## src/rtl/instruction_fetch_unit.sv

```systemverilog
// instruction_fetch_unit
//   Fetch-side consumer of the instruction pointer. Reads ip_cur, issues a
//   req/ack instruction-memory read, buffers fetched words in a DEPTH-entry
//   prefetch FIFO and presents them to decode under valid/ready. Pulses
//   inc_ip after each accepted fetch, and drives load_ip/ip_load_val on a
//   branch redirect while flushing stale prefetched words.
//
// Ports
//   clk, rst               clock; asynchronous active-high reset
//   ip_cur                 current IP value
//   inc_ip, load_ip        one-cycle IP advance / IP load pulses
//   ip_load_val            redirect target for the IP
//   mem_req, mem_addr      memory read request and address (held until ack)
//   mem_ack, mem_rdata     read completion and data
//   instr, instr_pc        FIFO head word and its address
//   instr_valid            FIFO non-empty
//   instr_ready            decode accepts the head word
//   redirect, redirect_pc  branch-taken pulse and target
//   stall_cnt              (IFU_STALL_CNT_EN only) cycles with instr_valid=0,
//                          saturating
//
// Build option
//   IFU_STALL_CNT_EN : adds the stall_cnt output and its counter.

module instruction_fetch_unit #(
  parameter int ADDR_W = 16,
  parameter int DATA_W = 16,
  parameter int DEPTH  = 2
) (
  input  logic              clk,
  input  logic              rst,
  input  logic [ADDR_W-1:0] ip_cur,
  output logic              inc_ip,
  output logic              load_ip,
  output logic [ADDR_W-1:0] ip_load_val,
  output logic              mem_req,
  output logic [ADDR_W-1:0] mem_addr,
  input  logic              mem_ack,
  input  logic [DATA_W-1:0] mem_rdata,
  output logic [DATA_W-1:0] instr,
  output logic [ADDR_W-1:0] instr_pc,
  output logic              instr_valid,
  input  logic              instr_ready,
  input  logic              redirect,
  input  logic [ADDR_W-1:0] redirect_pc
`ifdef IFU_STALL_CNT_EN
  ,
  output logic [15:0]       stall_cnt
`endif
);

  localparam int PW = $clog2(DEPTH);
  localparam int CW = PW + 1;
  localparam logic [CW-1:0] FULL = CW'(DEPTH);

  typedef enum logic [1:0] {IDLE, WAIT_ACK, DISCARD} state_t;

  state_t                         r_state;
  logic                           r_mem_req;
  logic [ADDR_W-1:0]              r_mem_addr;
  logic                           r_inc_ip;
  logic                           r_load_ip;
  logic [ADDR_W-1:0]              r_ip_load_val;
  logic [DEPTH-1:0][DATA_W-1:0]   r_data;
  logic [DEPTH-1:0][ADDR_W-1:0]   r_pc;
  logic [PW-1:0]                  r_wptr;
  logic [PW-1:0]                  r_rptr;
  logic [CW-1:0]                  r_count;

  logic w_pop;
  logic w_push;
  logic w_can_issue;

  assign inc_ip      = r_inc_ip;
  assign load_ip     = r_load_ip;
  assign ip_load_val = r_ip_load_val;
  assign mem_req     = r_mem_req;
  assign mem_addr    = r_mem_addr;
  assign instr       = r_data[r_rptr];
  assign instr_pc    = r_pc[r_rptr];
  assign instr_valid = (r_count != '0);

  assign w_pop  = instr_valid && instr_ready;
  assign w_push = (r_state == WAIT_ACK) && mem_ack && !redirect;

  // ip_cur only reflects an inc_ip/load_ip pulse one cycle after the pulse,
  // so hold off issuing while either pulse is still on the wire; otherwise
  // IDLE would fetch the stale address a second time.
  assign w_can_issue = !redirect && (r_count < FULL) && !r_inc_ip && !r_load_ip;

  always_ff @(posedge clk or posedge rst) begin
    if (rst) begin
      r_state       <= IDLE;
      r_mem_req     <= 1'b0;
      r_mem_addr    <= '0;
      r_inc_ip      <= 1'b0;
      r_load_ip     <= 1'b0;
      r_ip_load_val <= '0;
      r_data        <= '0;
      r_pc          <= '0;
      r_wptr        <= '0;
      r_rptr        <= '0;
      r_count       <= '0;
    end else begin
      r_inc_ip  <= 1'b0;
      r_load_ip <= 1'b0;
      if (redirect) begin
        r_load_ip     <= 1'b1;
        r_ip_load_val <= redirect_pc;
      end

      case (r_state)
        IDLE: begin
          if (w_can_issue) begin
            r_mem_req  <= 1'b1;
            r_mem_addr <= ip_cur;
            r_state    <= WAIT_ACK;
          end
        end
        WAIT_ACK: begin
          if (mem_ack) begin
            r_mem_req <= 1'b0;
            r_state   <= IDLE;
            if (!redirect) r_inc_ip <= 1'b1;
          end else if (redirect) begin
            // An issued read cannot be withdrawn; let it finish and drop it.
            r_state <= DISCARD;
          end
        end
        DISCARD: begin
          if (mem_ack) begin
            r_mem_req <= 1'b0;
            r_state   <= IDLE;
          end
        end
        default: r_state <= IDLE;
      endcase

      // Flush takes priority over any same-cycle push or pop.
      if (redirect) begin
        r_count <= '0;
        r_wptr  <= '0;
        r_rptr  <= '0;
      end else begin
        if (w_push) begin
          r_data[r_wptr] <= mem_rdata;
          r_pc[r_wptr]   <= r_mem_addr;
          r_wptr         <= r_wptr + 1'b1;
        end
        if (w_pop) r_rptr <= r_rptr + 1'b1;
        case ({w_push, w_pop})
          2'b10:   r_count <= r_count + 1'b1;
          2'b01:   r_count <= r_count - 1'b1;
          default: r_count <= r_count;
        endcase
      end
    end
  end

`ifdef IFU_STALL_CNT_EN
  logic [15:0] r_stall_cnt;
  assign stall_cnt = r_stall_cnt;

  always_ff @(posedge clk or posedge rst) begin
    if (rst) begin
      r_stall_cnt <= '0;
    end else if (!instr_valid && (r_stall_cnt != 16'hFFFF)) begin
      r_stall_cnt <= r_stall_cnt + 16'd1;
    end
  end
`endif

endmodule

```

## config.mk

```make
export PLATFORM = sky130hd
export DESIGN_NAME = instruction_fetch_unit
export DESIGN_NICKNAME = d
export VERILOG_FILES = /design/src/rtl/instruction_fetch_unit.sv
export SDC_FILE = /design/constraint.sdc
export NUM_CORES = 1
export LEC_CHECK = 0
export CAP_MARGIN = 15
export CORE_ASPECT_RATIO = 1.25
export CORE_MARGIN = 10
export CORE_UTILIZATION = 52
export DETAILED_ROUTE_END_ITERATION = 6
export PLACE_DENSITY_LB_ADDON = 0.05
export SLEW_MARGIN = 25
export SYNTH_ARGS = -nofsm -noshare
export SYNTH_HDL_FRONTEND = slang
export SYNTH_SLANG_ARGS = --single-unit
```

## constraint.sdc

```tcl
create_clock -name clk -period 7.78 [get_ports clk]
set_input_delay 2.334 -clock clk [delete_from_list [all_inputs] [get_ports clk]]
set_output_delay 2.334 -clock clk [all_outputs]
set_load 0.03 [all_outputs]
```

==> results of run 1 <==
[cell families (layout without fill, tap and decap cells)]
group	Yosys count	in the layout
AO/OA/AOI/OAI	12	12
XOR/XNOR	2	2
adder cells (fa/ha/maj)	4	4
buffers and inverters	20	144
flip-flops	105	105
multiplexers	130	130
AND/OR/NAND/NOR	19	19
[power by group through the flow]
stage | combinational, mW | clock [mW] | sequential, mW
3_3_place_gp | 1.13 | 0 | 0.909
4_1_cts | 1.16 | 0.412 | 0.918
2_1_floorplan | 0.649 | 0 | 0.990
6_report | 1.14 | 0.399 | 0.917
5_1_grt | 1.21 | 0.435 | 0.948
3_5_place_dp | 1.15 | 0 | 0.928
[stage by stage]
step	cells	hold slack, ps
floorplan	292	454
global placement	517	464
detailed placement	517	476
CTS	533	498
global route	533	518
finish	533	497
[path summary, 6_finish.rpt]
path / start / endpoint / slack [ps] / cells past startpoint
setup / recovery: r_rptr / instr_pc[15] / 2930 / 3
hold / removal: r_data[0] / r_data[0] / 500 / 1
setup reg to reg: r_state[1] / r_data[18] / 5300 / 5
hold reg to reg: r_data[0] / r_data[0] / 500 / 1
max in group asynchronous: rst / load_ip / 4250 / 3
min in group asynchronous: rst / r_pc[23] / 2360 / 2
[final cells by class]
class | instances | area, um^2 | area share (%)
Sequential cell | 105 | 2630 | 43.4
Multi-Input combinational cell | 167 | 1790 | 29.6
Timing Repair Buffer | 124 | 1230 | 20.3
Tap cell | 117 | 146 | 2.42
Clock buffer | 10 | 128 | 2.11
Clock inverter | 6 | 116 | 1.92
Inverter | 4 | 17.5 | 0.289
[synthesized netlist by cell type (all sizes together)]
cell,n
o2111ai,1
a31oi,1
a21boi,1
mux2,129
mux2i,1
nor4bb,1
a32oi,1
o2bb2ai,1
o21ai,1
nor2,4
buf,11
nor3,1
dfrtp,105
nor4b,1
a21o,1
o31ai,1
nor2b,1
or3b,1
o311ai,1
nand3,2
ha,4
xor2,2
inv,4
a21oi,2
or2,1
or4,1
clkbuf,5
nand2,4
nor4,2
o41ai,1
[sequential cells by signal, summed over array words and instances, names as in the netlist]
signal / flops
inc_ip: 1
r_wptr: 1
r_data: 32
ip_load_val: 16
load_ip: 1
r_count: 2
r_pc: 32
r_state: 2
mem_req: 1
r_rptr: 1
mem_addr: 16
[layout by cell type (no fill, tap or decap), drive strengths merged]
master / n
o2bb2ai: 1
nor2: 4
nor4: 2
dfrtp: 105
mux2: 129
ha: 4
or3b: 1
nor3: 1
nor4bb: 1
a31oi: 1
clkinv: 3
a32oi: 1
clkbuf: 10
o21ai: 1
nor4b: 1
bufinv: 3
a21oi: 2
nand2: 4
or4: 1
clkdlybuf4s50: 120
o41ai: 1
nor2b: 1
a21o: 1
xor2: 2
mux2i: 1
nand3: 2
inv: 4
or2: 1
buf: 4
o2111ai: 1
o311ai: 1
a21boi: 1
o31ai: 1
[routing by layer]
layer	up-vias	track usage, %
met2	77	25.6
met4	0	5.14
met1	1396	18.1
met5	-	0
met3	12	7.87
li1	1282	-
==> flow_metrics.env, run 1 <==
export IMPL_status="completed"
export IMPL_ios=121
export IMPL_design_core_area_mm2=0.00838
export IMPL_cts_max_level=3
export IMPL_yosys_area_share_adder_pct=1.11
export IMPL_wl_met1_um=3870
export IMPL_grt_pass1_vias=3143
export IMPL_yosys_cell_types_count=36
export IMPL_skew_ps=14.0
export IMPL_place_area_mm2=0.00582
export IMPL_synth_warnings=0
export IMPL_setup_viol=0
export IMPL_worstSetupPathType="reg -> out"
export IMPL_finalHoldViolCount=0
export IMPL_clk_path_buf_depth=2
export IMPL_viasPerCell=5.19
export IMPL_syn_area_per_cell_um2=15.5
export IMPL_num_antenna_cells=0
export IMPL_cts_tree="yes"
export IMPL_worst_path_max_delay_cell="dfrtp_1"
export IMPL_yosysSeqAreaShare_pct=58.1
export IMPL_grt_max_degree=62
export IMPL_power_density_mw_per_mm2=405
export IMPL_placementRows=37
export IMPL_worst_path_buf_inv=2
export IMPL_cts_num_sinks=105
export IMPL_antenna_left=0
export IMPL_io_buffers=120
export IMPL_synthMuxAreaShare_pct=33.2
export IMPL_synthesis_area_mm2=0.00452
export IMPL_drt_pass1_iterations=3
export IMPL_end_kind="primary output"
export IMPL_grt_first_pass_wirelength_um=16000
export IMPL_internal_power_mw=1.57
export IMPL_fin_area_mm2=0.00606
export IMPL_drv_cap=0
export IMPL_synthXorXnorAreaFrac_pct=0.388
export IMPL_cts_resized_gates=0
export IMPL_yosys_area_top_type_share_pct=58.1
export IMPL_drc=0
export IMPL_cts_root_buf="clkbuf_8"
export IMPL_areaGrowthSynthToFinish_pct=34.1
export IMPL_highest_layer="met4"
export IMPL_cts_hold_buf=0
export IMPL_cp_slowest_stage_delay_ps=730
export IMPL_seq_power_share_pct=37.3
export IMPL_rsz0062_at_grt="false"
export IMPL_startpoint_type="register"
export IMPL_met3_length_um=1000
export IMPL_period_needed_ps=4850
export IMPL_initial_core_util_pct=53.9
export IMPL_synth_simple_area_share_pct=2.82
export IMPL_cp_required_ps=5450
export IMPL_drv_slew=0
export IMPL_p_clk_share_pct=16.3
export IMPL_peakVddDrop_mv=0.191
export IMPL_clock_latency_ps=370
export IMPL_cts_setup_buffers=0
export IMPL_synth_seq_cells=105
export IMPL_dieArea_mm2=0.0128
export IMPL_numCtsBuffers=9
export IMPL_dieWidth_um=103
export IMPL_grt_antenna_before_repair=0
export IMPL_cp_data_arrival_time_ps=2520
export IMPL_power_switching_mw=0.887
export IMPL_synth_largest_area_cell="dfrtp_1"
export IMPL_total_power_mw=2.45
export IMPL_setup_ws_ps=2930
export IMPL_tightest_slew_ps=891
export IMPL_netlist_instances=292
export IMPL_crit_family="buffers and inverters"
export IMPL_grt_ovfl_total=0
export IMPL_wl_met2_um=5010
export IMPL_post_place_ws_ps=3080
export IMPL_path_clk_slew_ps=90
export IMPL_drive_above_1_share_pct=36.3
export IMPL_grtUsageTotal_pct=16.0
export IMPL_min_path_type="reg -> reg"
export IMPL_die_h_um=124
export IMPL_path_cells="buf_4 -> mux2_2 -> clkdlybuf4s50_1"
export IMPL_vias=2767
export IMPL_combPwrFrac_pct=46.4
export IMPL_wirelength_um=10000
export IMPL_synth_top_family_by_area="multiplexers"
export IMPL_max_slew_margin_rel_pct=40.5
export IMPL_drtIter0Drc=85
export IMPL_final_setup_tns_ps=0
export IMPL_fmaxAchievable_mhz=206
export IMPL_globalplace_congestion=0.676
export IMPL_fillers=556
export IMPL_synth_compound_area_share_pct=1.94
export IMPL_wl_per_cell_um=18.8
export IMPL_final_util_pct=72.3
export IMPL_period_share_pct=62.4
export IMPL_synth_area_top_cells="dfrtp_1 (58%), mux2_2 (29%), mux2_4 (3.3%)"
export IMPL_switching_share_pct=36.1
export IMPL_p_leak_nw=2.62
export IMPL_syn_num_nets=349
export IMPL_dp_hpwl_um=7050
export IMPL_crit_path_max_fanout=21
export IMPL_nets=468
No activity file was read; power rests on OpenSTA's default activity.
==> run 2: changes to the inputs <==
--- a/config.mk
+++ b/config.mk
@@ -8,7 +8,7 @@
 export CAP_MARGIN = 15
 export CORE_ASPECT_RATIO = 1.25
 export CORE_MARGIN = 10
-export CORE_UTILIZATION = 52
+export CORE_UTILIZATION = 44
 export DETAILED_ROUTE_END_ITERATION = 6
 export PLACE_DENSITY_LB_ADDON = 0.05
 export SLEW_MARGIN = 25
==> constraint.sdc (replaced) <==
create_clock -name clk -period 4 [get_ports clk]
set_input_delay 1.2 -clock clk [delete_from_list [all_inputs] [get_ports clk]]
set_output_delay 1.2 -clock clk [all_outputs]
set_load 0.03 [all_outputs]
==> run 2 against run 1 <==
  * Combinational power is 94% higher
  * Cell count rose by 2.6%
  * Clock skew decreased by 6.9 ps
  * Non-clock buffer count is 2 higher
  * First-iteration DRC count fell by 28%
  * Highest routed layer unchanged
==> flow_metrics.env, run 2 (synthesis gave the netlist of run 1 again) <==
export IMPL_drt_pass1_iterations=4
export IMPL_power_density_mw_per_mm2=796
export IMPL_grt_first_pass_wirelength_um=16300
export IMPL_worstSetupPathType="reg -> out"
export IMPL_areaGrowthSynthToFinish_pct=37.3
export IMPL_period_needed_ps=3350
export IMPL_cts_max_level=3
export IMPL_drive_above_1_share_pct=36.6
export IMPL_drv_cap=0
export IMPL_io_buffers=120
export IMPL_wl_per_cell_um=17.9
export IMPL_clk_path_buf_depth=2
export IMPL_peakVddDrop_mv=0.390
export IMPL_setup_viol=0
export IMPL_num_antenna_cells=0
export IMPL_cp_data_arrival_time_ps=2150
export IMPL_final_cell_mix="clkdlybuf4s50_1 (120), mux2_2 (115), dfrtp_1 (105)"
export IMPL_tightest_slew_ps=625
export IMPL_dp_hpwl_um=6870
export IMPL_multi_input_area_mm2=0.00179
export IMPL_initial_core_util_pct=44.9
export IMPL_status="completed"
export IMPL_fillers=822
export IMPL_numCtsBuffers=9
export IMPL_grt_max_degree=57
export IMPL_grt_ovfl_total=0
export IMPL_regArea_mm2=0.00263
export IMPL_end_kind="primary output"
export IMPL_cts_resized_gates=0
export IMPL_reg_top3="r_data x32, r_pc x32"
export IMPL_viasPerCell=5.03
export IMPL_dieArea_mm2=0.0148
export IMPL_p_leak_nw=2.67
export IMPL_drc=0
export IMPL_finalHoldViolCount=0
export IMPL_cts_tree="yes"
export IMPL_crit_family="buffers and inverters"
export IMPL_drv_slew=0
export IMPL_die_h_um=133
export IMPL_final_setup_tns_ps=0
export IMPL_total_power_mw=4.94
export IMPL_grt_antenna_before_repair=0
export IMPL_nets=470
export IMPL_startpoint_type="register"
export IMPL_crit_path_max_fanout=32
export IMPL_place_area_mm2=0.00587
export IMPL_cp_slowest_stage_delay_ps=620
export IMPL_grt_pass1_vias=3107
export IMPL_period_share_pct=83.7
export IMPL_grtUsageTotal_pct=13.5
export IMPL_dieWidth_um=111
export IMPL_wirelength_um=9790
export IMPL_drtIter0Drc=61
export IMPL_vias=2752
export IMPL_cts_num_sinks=105
export IMPL_stdcell_count=547
export IMPL_cts_hold_buf=0
export IMPL_design_core_area_mm2=0.0101
export IMPL_fmaxAchievable_mhz=299
export IMPL_antenna_left=0
export IMPL_fin_area_mm2=0.00620
export IMPL_clock_latency_ps=340
export IMPL_cts_root_buf="clkbuf_16"
export IMPL_path_cells="buf_4 -> mux2_2 -> clkdlybuf4s50_1"
export IMPL_max_slew_margin_rel_pct=58.4
export IMPL_globalplace_congestion=0.738
export IMPL_cts_setup_buffers=0
export IMPL_min_path_type="reg -> reg"
export IMPL_placementRows=41
export IMPL_dp_cells=531
export IMPL_worst_path_buf_inv=2
export IMPL_skew_ps=7.17
export IMPL_final_common_cell="clkdlybuf4s50_1"
export IMPL_ios=121
export IMPL_path_clk_slew_ps=70
export IMPL_rsz0062_at_grt="false"
export IMPL_cp_required_ps=2800
export IMPL_worst_path_max_delay_cell="clkdlybuf4s50_1"
[run 2: cell types whose count changed in the layout (fill, tap and decap cells not counted), sizes merged]
cell	delta
clkinvlp	+2
clkinv	-3
buf	+2
bufinv	-1
clkbuf	+2
[run 2: per-stage QoR]
step | utilization (%) | setup WS, ps | hold WS [ps]
3_3_place_gp | 58.4 | 790 | 468
6_report | 61.7 | 653 | 493
2_1_floorplan | - | 39.5 | 454
5_1_grt | 61.7 | 540 | 513
3_5_place_dp | 58.4 | 742 | 479
4_1_cts | 61.7 | 628 | 494
[run 2: per-layer routing]
metal,share of wire (%),global-route usage [%]
met5,0,0
met4,1.3,5.00
met3,9.1,6.78
met2,47,20.7
met1,43,16.0
[run 2: report_power, final]
part | internal [mW] | switching [mW]
Sequential | 1.51 | 0.263
Combinational | 1.13 | 1.08
Clock | 0.583 | 0.373
Total | 3.22 | 1.72
[run 2: area by class of cell]
cell class	count	share of cell area, %
Tap cell	129	2.60
Clock buffer	12	4.13
Inverter	4	0.282
Sequential cell	105	42.4
Multi-Input combinational cell	167	28.9
Timing Repair Buffer	126	20.5
Clock inverter	4	1.21
[run 2: worst register-to-register path: stages (launching register included)]
cell	delay [ps]
dfrtp_1	400
inv_1	130
ha_1	280
nor2b_1	230
nand3_2	400
buf_12	340
mux2_2	280
[run 2: path summary, 6_finish.rpt]
check                                 from  cells past startpoint            to  slack (ps)
worst min register to register  r_data[16]                      1    r_data[16]         490
max in group asynchronous              rst                      3   mem_addr[1]        1980
min in group asynchronous              rst                      2    r_data[29]        1290
worst max register to register  r_state[1]                      6      r_pc[24]        1830
worst min-delay path            r_data[16]                      1    r_data[16]         490
worst max-delay path                r_rptr                      3  instr_pc[11]         650
